**src/rtl/div_8by4_seq.sv**
```systemverilog
// Sequential restoring divider: 8-bit dividend by 4-bit divisor,
// one quotient bit per cycle through a shared 5-bit subtractor.
module div_8by4_seq (
    input  logic       clk,
    input  logic       rst,
    input  logic       in_valid,
    output logic       in_ready,
    input  logic [7:0] dividend,
    input  logic [3:0] divisor,
    output logic       out_valid,
    input  logic       out_ready,
    output logic [7:0] quotient,
    output logic [3:0] remainder,
    output logic       div_zero
);

    typedef enum logic [1:0] {
        IDLE,
        CALC,
        DONE
    } state_t;

    state_t state;
    state_t state_nxt;

    logic [7:0] dq;
    logic [4:0] pr;
    logic [3:0] dsr;
    logic [2:0] cnt;
    logic       dz;

    logic [4:0] pr_sh;
    logic [4:0] diff;
    logic       ge;
    logic [4:0] pr_nxt;
    logic [7:0] dq_nxt;
    logic       unused_pr_msb;

    assign pr_sh  = {pr[3:0], dq[7]};
    assign diff   = pr_sh - {1'b0, dsr};
    assign ge     = (pr_sh >= {1'b0, dsr});
    assign pr_nxt = ge ? diff : pr_sh;
    assign dq_nxt = {dq[6:0], ge};
    // pr[4] is always zero once an iteration has restored
    assign unused_pr_msb = pr[4];

    always_ff @(posedge clk) begin
        if (rst) state <= IDLE;
        else     state <= state_nxt;
    end

    always_comb begin
        state_nxt = state;
        in_ready  = 1'b0;
        out_valid = 1'b0;
        unique case (state)
            IDLE: begin
                in_ready = 1'b1;
                if (in_valid) state_nxt = CALC;
            end
            CALC: begin
                if (cnt == 3'd7) state_nxt = DONE;
            end
            DONE: begin
                out_valid = 1'b1;
                if (out_ready) state_nxt = IDLE;
            end
            default: state_nxt = IDLE;
        endcase
    end

    always_ff @(posedge clk) begin
        if (rst) begin
            dq        <= '0;
            pr        <= '0;
            dsr       <= '0;
            cnt       <= '0;
            dz        <= 1'b0;
            quotient  <= '0;
            remainder <= '0;
            div_zero  <= 1'b0;
        end else if (state == IDLE && in_valid) begin
            dq  <= dividend;
            dsr <= divisor;
            pr  <= '0;
            cnt <= '0;
            dz  <= (divisor == 4'd0);
        end else if (state == CALC) begin
            dq  <= dq_nxt;
            pr  <= pr_nxt;
            cnt <= cnt + 3'd1;
            if (cnt == 3'd7) begin
                // zero divisor still runs all 8 steps, then saturates
                quotient  <= dz ? 8'hFF : dq_nxt;
                remainder <= dz ? 4'hF : pr_nxt[3:0];
                div_zero  <= dz;
            end
        end
    end

endmodule

```
**config.mk**
```make
export PLATFORM = sky130hd
export DESIGN_NAME = div_8by4_seq
export DESIGN_NICKNAME = d
export VERILOG_FILES = /design/src/rtl/div_8by4_seq.sv
export SDC_FILE = /design/constraint.sdc
export NUM_CORES = 1
export LEC_CHECK = 0
export BUFFER_PORTS_ARGS = -buffer_cell sky130_fd_sc_hd__buf_2
export CAP_MARGIN = 20
export CORE_MARGIN = 10
export CORE_UTILIZATION = 40
export DETAILED_ROUTE_END_ITERATION = 10
export SLEW_MARGIN = 25
export SYNTH_ARGS = -nofsm -noshare
export SYNTH_HDL_FRONTEND = slang
export SYNTH_SLANG_ARGS = --single-unit
```
**constraint.sdc**
```tcl
create_clock -name clk -period 3.55 [get_ports clk]
set_clock_uncertainty 0.15 [all_clocks]
set_input_delay 0.71 -clock clk [delete_from_list [all_inputs] [get_ports clk]]
set_output_delay 0.71 -clock clk [all_outputs]
set_load 0.01 [all_outputs]
```
==> run_results.csv, run 1 <==
group,metric,value,unit
status,status,"completed",
global_route,grt_max_degree,31,
critical_path,path_class,"flop to flop",
finish,regArea,700.7,um2
finish,multi_input_area,775.7,um2
die,rows,22,
finish,drive_above_1_share,0.2227,
detailed_routing,routedWlPerCell,14.25,um
finish,utilization,0.4976,
cts,clk_path_buf_depth,2,
critical_path,critical-path-top-delay-family,"compound AO/OA/AOI/OAI gates",
die,coreArea,0.003716,mm2
sta,period_needed,1.988,ns
detailed_routing,routed_wl,3692,um
finish,antenna_cells,0,
finish,final_area,0.001849,mm2
critical_path,rr_startpoint,"dsr[2]",
sta,holdWs,0.3126,ns
finish,fin_cells,259,
sta,drv_slew,0,
sta,rsz0062_at_grt,"false",
die,die_y,82.28,um
cts,htreeDepth,2,
finish,fin_nets,233,
critical_path,rrSetupSlack,1.56,ns
critical_path,worst_path_largest_cell_delay,0.35,ns
cts,postCtsSetupBuffers,0,
critical_path,crit_buf_inv,1,
critical_path,path_cells,"inv_1, ha_1, or2_1, a21boi_2, a31oi_4, mux2_4, a211oi_2",
global_route,grt_pass1_vias,1334,
cts,cts_buffers,5,
synth,ys_seq_elements,35,
place,dp_hpwl,2751,um
sta,finalSetupTns,0,ns
global_route,grt_pass1_wl,6092,um
critical_path,worstSetupEndpointType,"flop",
die,start_util,0.4175,
global_route,antenna_found_initial,0,
place,placed_cells,251,
cts,cts_hold_buf,0,
critical_path,slowest_stage,"mux2_4",
sta,setup_viol,0,
die,dieArea,0.006770,mm2
critical_path,critPathLaunch,"dsr[2]",
finish,area_growth,19.19,%
detailed_routing,drt_iter0_drc,138,
cts,insertion_delay,0.29,ns
detailed_routing,final_antenna_net_count,0,
worst_hold_path,min_from,"dq[7]",
synth,syn_area,0.001551,mm2
critical_path,worstPathMaxFanout,6,
critical_path,required,3.61,ns
synth,synth_top_cell_area_share,0.4516,
detailed_routing,drt_drc_violations_left,0,
die,io-pin-count,31,
critical_path,critPathArrivalTime,2.05,ns
synth,avgSynthCellArea,8.525,um2
place,gp_congestion,0.8767,
worst_hold_path,whs_path_depth,2,
synth,syn_nets,205,
cts,tritoncts,"yes",
worst_hold_path,min_to,"dq[7]",
synth,seq_area_frac_synth,0.4516,
die,die_w,82.28,um
cts,cts_sinks,35,
worst_hold_path,min_path_type,"flop to flop",
synth,yosys.area.top_type,"dfxtp_1",
global_route,grt_usage,0.1150,
synth,syn_inst,182,
detailed_routing,first_pass_iters,4,
detailed_routing,vias_per_cell,5.131,
critical_path,reg2reg_depth,7,
detailed_routing,via_count,1329,
synth,ys_warn_count,0,
place,port-buffer-count,30,
critical_path,crit_path_start_kind,"flop",
critical_path,reg2reg_to,"remainder[0]",
power_and_ir_drop,vdd_drop_max,0.0002767,V
synth,ys_types,31,
sta,max_freq,503.0,MHz
cts,ctsResizeCount,0,
finish,nFillCells,368,
sta,slew_headroom,0.6128,
power_and_ir_drop,power.density,518.4,mW/mm2
power_and_ir_drop,p_leak,0.7490,nW
global_route,overflow,0,
sta,finalCritPeriodShare,0.5600,
finish,layout_common_cells,"dfxtp_1 (35), nand2_1 (31), buf_2 (30)",
synth,synthTopCellsByArea,"dfxtp_1 (45%), nand2_1 (7.5%), a21oi_1 (5.8%)",
run,maxCapViolations,0,
sta,hold_violations,0,
place,dpl-instance-area,0.001717,mm2
sta,worst_pin_slew,0.5808,ns
cts,clk_pin_slew,0.07,ns
finish,layout_commonest_cell,"dfxtp_1",
cts,ctsRootBufferMaster,"clkbuf_8",
worst register-to-register path: cells and delay by family, from the launching register on:
family	cells	cell delay, ns
flops	1	0.33
fa+ha+maj	1	0.32
buf+inv	1	0.04
compound gates	3	0.48
simple gates	1	0.24
mux	1	0.35
per-stage QoR:
step / power (W) / setup WS [ns]
after floorplan: 0.0005128 / 1.686
after global placement: 0.0005385 / 1.589
after detailed placement: 0.0005426 / 1.506
after CTS: 0.0009666 / 1.546
after global routing: 0.0009975 / 1.452
final: 0.0009587 / 1.562
synth_stat cells:
master	n
xnor2_1	2
inv_1	6
nand2_1	31
o21ai_2	1
nor3_1	16
a211oi_1	3
buf_2	5
a211oi_2	2
mux2i_1	1
nor2_2	2
fa_1	1
mux2_4	2
a21boi_2	1
o21ai_0	1
o211ai_1	1
nand2b_1	3
or3_1	2
a21oi_1	18
dlygate4sd1_1	1
nor4_1	1
ha_1	6
o22ai_1	3
clkbuf_1	3
or2_1	1
nor2_1	20
a22oi_1	8
nor2b_1	2
and2_1	2
dfxtp_1	35
buf_4	1
a31oi_4	1
routing by layer:
layer | share of wire | wire [um] | vias to the layer above | global-route usage
li1 | - | - | 678 | -
met4 | 0.012 | 43 | 0 | 0.05442
met2 | 0.47 | 1742 | 33 | 0.1827
met1 | 0.44 | 1641 | 612 | 0.1364
met3 | 0.072 | 264 | 6 | 0.03888
met5 | 0 | 0 | - | 0
how the worst max path moves through the flow:
stage / endpoint / slack, ns / cells after the start
6_report: remainder[0] / 1.56 / 7
5_1_grt: remainder[0] / 1.45 / 7
4_1_cts: remainder[0] / 1.55 / 7
3_5_place_dp: dq[0] / 1.51 / 5
3_3_place_gp: dq[0] / 1.59 / 5
2_1_floorplan: remainder[0] / 1.69 / 7
power by group:
group	switching [W]	leakage [nW]	internal, W
sequential	0.0000118	0.285	0.000407
combinational	0.0000673	0.399	0.0000487
clock	0.000143	0.0654	0.000281
flip-flops by register name, indices dropped and copies added, names as in the netlist:
name	count
state	2
remainder	4
dq	8
pr	4
div_zero	1
dz	1
cnt	3
dsr	4
quotient	8
cells by family after synthesis:
kind of cell | share of synthesized area
AO/OA/AOI/OAI | 0.1742
XOR/XNOR | 0.01129
adder cells (fa/ha/maj) | 0.06129
buffers and inverters | 0.04839
flip-flops | 0.4516
multiplexers | 0.02581
AND/OR/NAND/NOR | 0.2274
layout make-up:
type / count / share of cell area
multi-input cells: 131 / 0.4195
flip-flops and latches: 35 / 0.3789
repair buffers: 31 / 0.08525
clock buffers: 6 / 0.03924
clock inverters: 2 / 0.03248
well taps: 48 / 0.03248
inverters: 6 / 0.01218
No activity file was read; power rests on OpenSTA's default activity.
==> inputs of run 2 (changes only) <==
- clock period: 3.55 -> 1.8 ns (I/O delays scaled with it)
==> run 2 against run 1 <==
Against the previous run: the flow now finishes with violations (negative setup slack); sequential cell count did not move; cell count rose by 4.6%; highest routed layer unchanged; critical endpoint is now pr[1]; critical path type unchanged; via count rose by 1.4%; setup slack got worse by 1.6 ns; cell area rose by 5.4%; critical path depth did not move.
==> run_results.csv, run 2 (same netlist as run 1, synthesis figures left out) <==
group,metric,value,unit
critical_path,required,1.84,ns
detailed_routing,routed_wl,3854,um
sta,final.setup.worst_slack,-0.03410,ns
die,dieArea,0.006770,mm2
cts,clk_path_buf_depth,2,
die,die_w,82.28,um
cts,cts_buffers,5,
power_and_ir_drop,fin_total_pwr,0.001821,W
status,status,"finished, violations left",
global_route,grt_pass1_wl,6382,um
detailed_routing,routedWlPerCell,14.22,um
finish,antenna_cells,0,
finish,reg_top3,"dq (8), quotient (8)",
place,pre_cts_slack,-0.03637,ns
sta,finalCritPeriodShare,1.019,
die,io-pin-count,31,
finish,drive_above_1_share,0.2960,
critical_path,worstSetupEndpointType,"flop",
global_route,grt_usage,0.1210,
critical_path,path_class,"flop to flop",
power_and_ir_drop,p_leak,0.8103,nW
cts,htreeDepth,2,
cts,clk_pin_slew,0.07,ns
finish,fin_nets,245,
place,dp_hpwl,2929,um
critical_path,reg2reg_depth,7,
status,violations,"negative setup slack",
detailed_routing,first_pass_iters,4,
finish,area_growth,25.65,%
global_route,antenna_found_initial,0,
sta,worst_pin_slew,0.4252,ns
die,start_util,0.4175,
run,maxCapViolations,0,
power_and_ir_drop,vdd_drop_max,0.0005205,V
worst_hold_path,min_path_type,"primary input to flop",
sta,period_needed,1.834,ns
place,gp_congestion,0.8764,
sta,drv_slew,0,
die,die_y,82.28,um
die,rows,22,
sta,hold_violations,0,
cts,cts_hold_buf,0,
finish,layout_commonest_cell,"dfxtp_1",
detailed_routing,drt_drc_violations_left,0,
critical_path,crit_path_start_kind,"flop",
sta,slew_headroom,0.7162,
die,coreArea,0.003716,mm2
place,port-buffer-count,30,
global_route,grt_pass1_vias,1397,
sta,max_freq,545.2,MHz
cts,ctsRootBufferMaster,"clkbuf_8",
sta,rsz0062_at_grt,"true",
critical_path,critPathArrivalTime,1.88,ns
finish,layout_common_cells,"dfxtp_1 (33), nand2_1 (31), buf_2 (30)",
detailed_routing,final_antenna_net_count,0,
global_route,overflow,0,
detailed_routing,drt_iter0_drc,87,
critical_path,worstPathMaxFanout,5,
sta,finalSetupTns,-0.05836,ns
worst_hold_path,whs_path_depth,3,
power_and_ir_drop,power.density,933.9,mW/mm2
cts,cts_sinks,35,
cts,tritoncts,"yes",
detailed_routing,via_count,1348,
cts,insertion_delay,0.29,ns
detailed_routing,vias_per_cell,4.974,
sta,setup_viol,4,
global_route,grt_max_degree,22,
run 2: cell types whose count changed in the layout (fill, tap and decap cells not counted), sizes merged:
| cell | change |
|---|---|
| clkinv | +1 |
| buf | +12 |
| bufinv | -1 |
run 2: power breakdown:
group,total (W),switching [W],internal [W]
combinational,0.000269,0.000145,0.000124
clock,0.000728,0.000280,0.000448
sequential,0.000823,0.0000207,0.000803
run 2: worst max-delay path, stage by stage (launching register included):
cell and delay (ns):
dfxtp_2 0.33, inv_2 0.04, ha_4 0.21, or2_1 0.24, a21boi_2 0.18, a31oi_4 0.08
mux2_4 0.34, o22ai_1 0.18
run 2: timing repair:
action,in CTS,in global routing
endpoints found under the setup margin,7,8
gates resized for setup,5,1
cloned,0,0
setup buffers,0,0
pin swaps,4,3
run 2: stage by stage:
step,cell area [um2],hold WS (ns),utilization,instances
after CTS,1949,0.1645,0.5246,271
after floorplan,1564,0.2863,-,182
final,1949,0.1729,0.5246,271
after global placement,1819,0.2944,0.4896,263
after detailed placement,1819,0.2982,0.4896,263
after global routing,1949,0.1633,0.5246,271
run 2: path summary, 6_finish.rpt:
kind         slack, ns       end       start
max              -0.03     pr[1]      dsr[2]
min               0.17    dsr[1]  divisor[1]
max reg2reg      -0.03     pr[1]      dsr[2]
min reg2reg       0.31  div_zero    div_zero
run 2: area by class of cell:
class,count,area [um2]
inverter,6,22.52
multi-input combinational,131,798.3
clock inverter,2,35.03
timing repair buffer,43,247.7
fill,367,1767
sequential,35,703.2
clock buffer,6,82.58
tap,48,60.06
run 2: routing by layer:
layer,track usage,part of all wire,vias up
met2,0.1827,0.48,33
li1,-,-,700
met4,0.04932,0.011,0
met3,0.04968,0.060,4
met1,0.1490,0.45,611
met5,0,0,-
==> inputs of run 3 (changes only) <==
- SETUP_SLACK_MARGIN: default -> 0.1
==> run 3 against run 2 <==
Against the previous run: the run still ends with negative setup slack left; clock power grew 16%; core utilization increased by 1.8 points; sequential cell count unchanged; cell count is the same; sequential power about the same; highest routed layer unchanged.
==> run_results.csv, run 3 (same netlist as run 1, synthesis figures left out) <==
group,metric,value,unit
status,status,"finished, violations left",
status,violations,"negative setup slack",
critical_path,crit_buf_inv,1,
finish,antenna_cells,0,
critical_path,critical-path-top-delay-family,"compound AO/OA/AOI/OAI gates",
power_and_ir_drop,p_leak,0.8171,nW
die,die_y,82.28,um
detailed_routing,first_pass_iters,4,
cts,cts_sinks,35,
power_and_ir_drop,intPower,0.001491,W
critical_path,worstPathMaxFanout,6,
sta,final.setup.worst_slack,-0.02474,ns
cts,ctsRootBufferMaster,"clkbuf_8",
power_and_ir_drop,vdd_drop_max,0.0004652,V
global_route,antenna_found_initial,0,
finish,layout_common_cells,"dfxtp_1 (32), nand2_1 (31), buf_2 (30)",
sta,rsz0062_at_grt,"true",
detailed_routing,routed_wl,3938,um
place,port-buffer-count,30,
die,rows,22,
worst_hold_path,min_from,"divisor[3]",
critical_path,reg2reg_to,"pr[2]",
power_and_ir_drop,clkPwrFrac,0.431,
cts,tritoncts,"yes",
detailed_routing,drt_drc_violations_left,0,
die,coreArea,0.003716,mm2
critical_path,worstSetupEndpointType,"flop",
place,pre_cts_slack,-0.04794,ns
global_route,grt_pass1_wl,6417,um
finish,reg_top3,"dq (8), quotient (8)",
detailed_routing,via_count,1410,
cts,cts_buffers,5,
sta,period_needed,1.825,ns
sta,hold_violations,0,
critical_path,worstSetupEndpoint,"pr[2]",
power_and_ir_drop,fin_total_pwr,0.001959,W
place,gp_congestion,0.8551,
sta,drv_slew,0,
global_route,grt_pass1_vias,1409,
finish,layout_commonest_cell,"dfxtp_1",
finish,fin_nets,245,
die,io-pin-count,31,
cts,insertion_delay,0.30,ns
power_and_ir_drop,p_switching,0.0004688,W
sta,max_freq,548.0,MHz
sta,setup_viol,5,
finish,area_growth,30.00,%
detailed_routing,drt_iter0_drc,105,
detailed_routing,final_antenna_net_count,0,
critical_path,path_class,"flop to flop",
global_route,grt_usage,0.1212,
power_and_ir_drop,switching_share,0.2393,
place,placed_cells,259,
power_and_ir_drop,pwr-share-comb,0.149,
critical_path,path_cells,"ha_4, or2_1, a21boi_2, a31oi_4, buf_6, mux2i_2, a211oi_1",
finish,drive_above_1_share,0.3229,
critical_path,crit_path_start_kind,"flop",
power_and_ir_drop,p_seq_frac,0.421,
critical_path,reg2reg_depth,7,
global_route,overflow,0,
critical_path,cp_num_cells,7,
critical_path,rrSetupSlack,-0.02,ns
place,dp_hpwl,2824,um
die,die_w,82.28,um
critical_path,critPathArrivalTime,1.88,ns
critical_path,required,1.86,ns
detailed_routing,vias_per_cell,5.203,
sta,slew_headroom,0.7560,
sta,finalCritPeriodShare,1.014,
die,dieArea,0.006770,mm2
sta,worst_pin_slew,0.3647,ns
cts,htreeDepth,2,
global_route,grt_max_degree,18,
critical_path,critPathLaunch,"pr[1]",
critical_path,slowest_stage,"dfxtp_4",
critical_path,worst_path_largest_cell_delay,0.36,ns
detailed_routing,routedWlPerCell,14.53,um
run,maxCapViolations,0,
cts,clk_path_buf_depth,2,
worst_hold_path,min_path_type,"primary input to flop",
critical_path,rr_startpoint,"pr[1]",
cts,clk_pin_slew,0.07,ns
die,start_util,0.4175,
power_and_ir_drop,power.density,971.4,mW/mm2
finish,fin_cells,271,
run 3: cell count changes in the layout (fill, tap and decap cells not counted), moves of 2 or more:
| cell | change |
|---|---|
| ha_1 | -2 |
| o22ai_1 | -2 |
| ha_4 | +2 |
| o22ai_2 | +2 |
run 3: tightest hold or removal path, stage by stage:
cell and delay (ns):
buf_2 0.10, nand2_1 0.05, a21oi_1 0.05
run 3: area by class of cell:
class | instances | area [um2]
inverter | 6 | 22.52
tap | 48 | 60.06
clock buffer | 6 | 72.57
timing repair buffer | 43 | 251.5
fill | 359 | 1699
multi-input combinational | 131 | 843.3
sequential | 35 | 706.9
clock inverter | 2 | 60.06
run 3: power by group through the flow:
stage	combinational (W)	clock [W]	sequential, W
2_1_floorplan	0.000180	0	0.000836
3_3_place_gp	0.000236	0	0.000839
3_5_place_dp	0.000243	0	0.000841
4_1_cts	0.000262	0.000854	0.000822
5_1_grt	0.000318	0.000903	0.000827
6_report	0.000291	0.000844	0.000824
run 3: timing repair:
item / 4_1_cts / 5_1_grt
hold buffers: 0 / 0
gates resized for setup: 6 / 7
setup buffers: 3 / 1
pin swaps: 12 / 6
endpoints found under the setup margin: 8 / 8
run 3: worst min path at each step:
stage,to,slack (ns),depth (start not counted)
detailed placement,cnt[2],0.31,2
global placement,div_zero,0.30,2
floorplan,dq[7],0.29,2
CTS,dsr[3],0.16,3
global route,dsr[3],0.17,3
finish,dsr[3],0.17,3
run 3: per-stage QoR:
step	cell area (um2)	hold WS, ns	setup TNS, ns	util
after floorplan	1567	0.2863	0	-
after global placement	1792	0.2951	0	0.4822
after detailed placement	1792	0.3052	-0.1176	0.4822
after CTS	1966	0.1644	-0.06636	0.5290
after global routing	2017	0.1705	-0.5938	0.5428
final	2017	0.1669	-0.07929	0.5428
run 3: routing by layer:
metal,GRT usage,vias up,share of wire
li1,-,702,-
met5,0,-,0
met2,0.1936,27,0.50
met3,0.05508,5,0.063
met1,0.1402,676,0.43
met4,0.04252,0,0.012
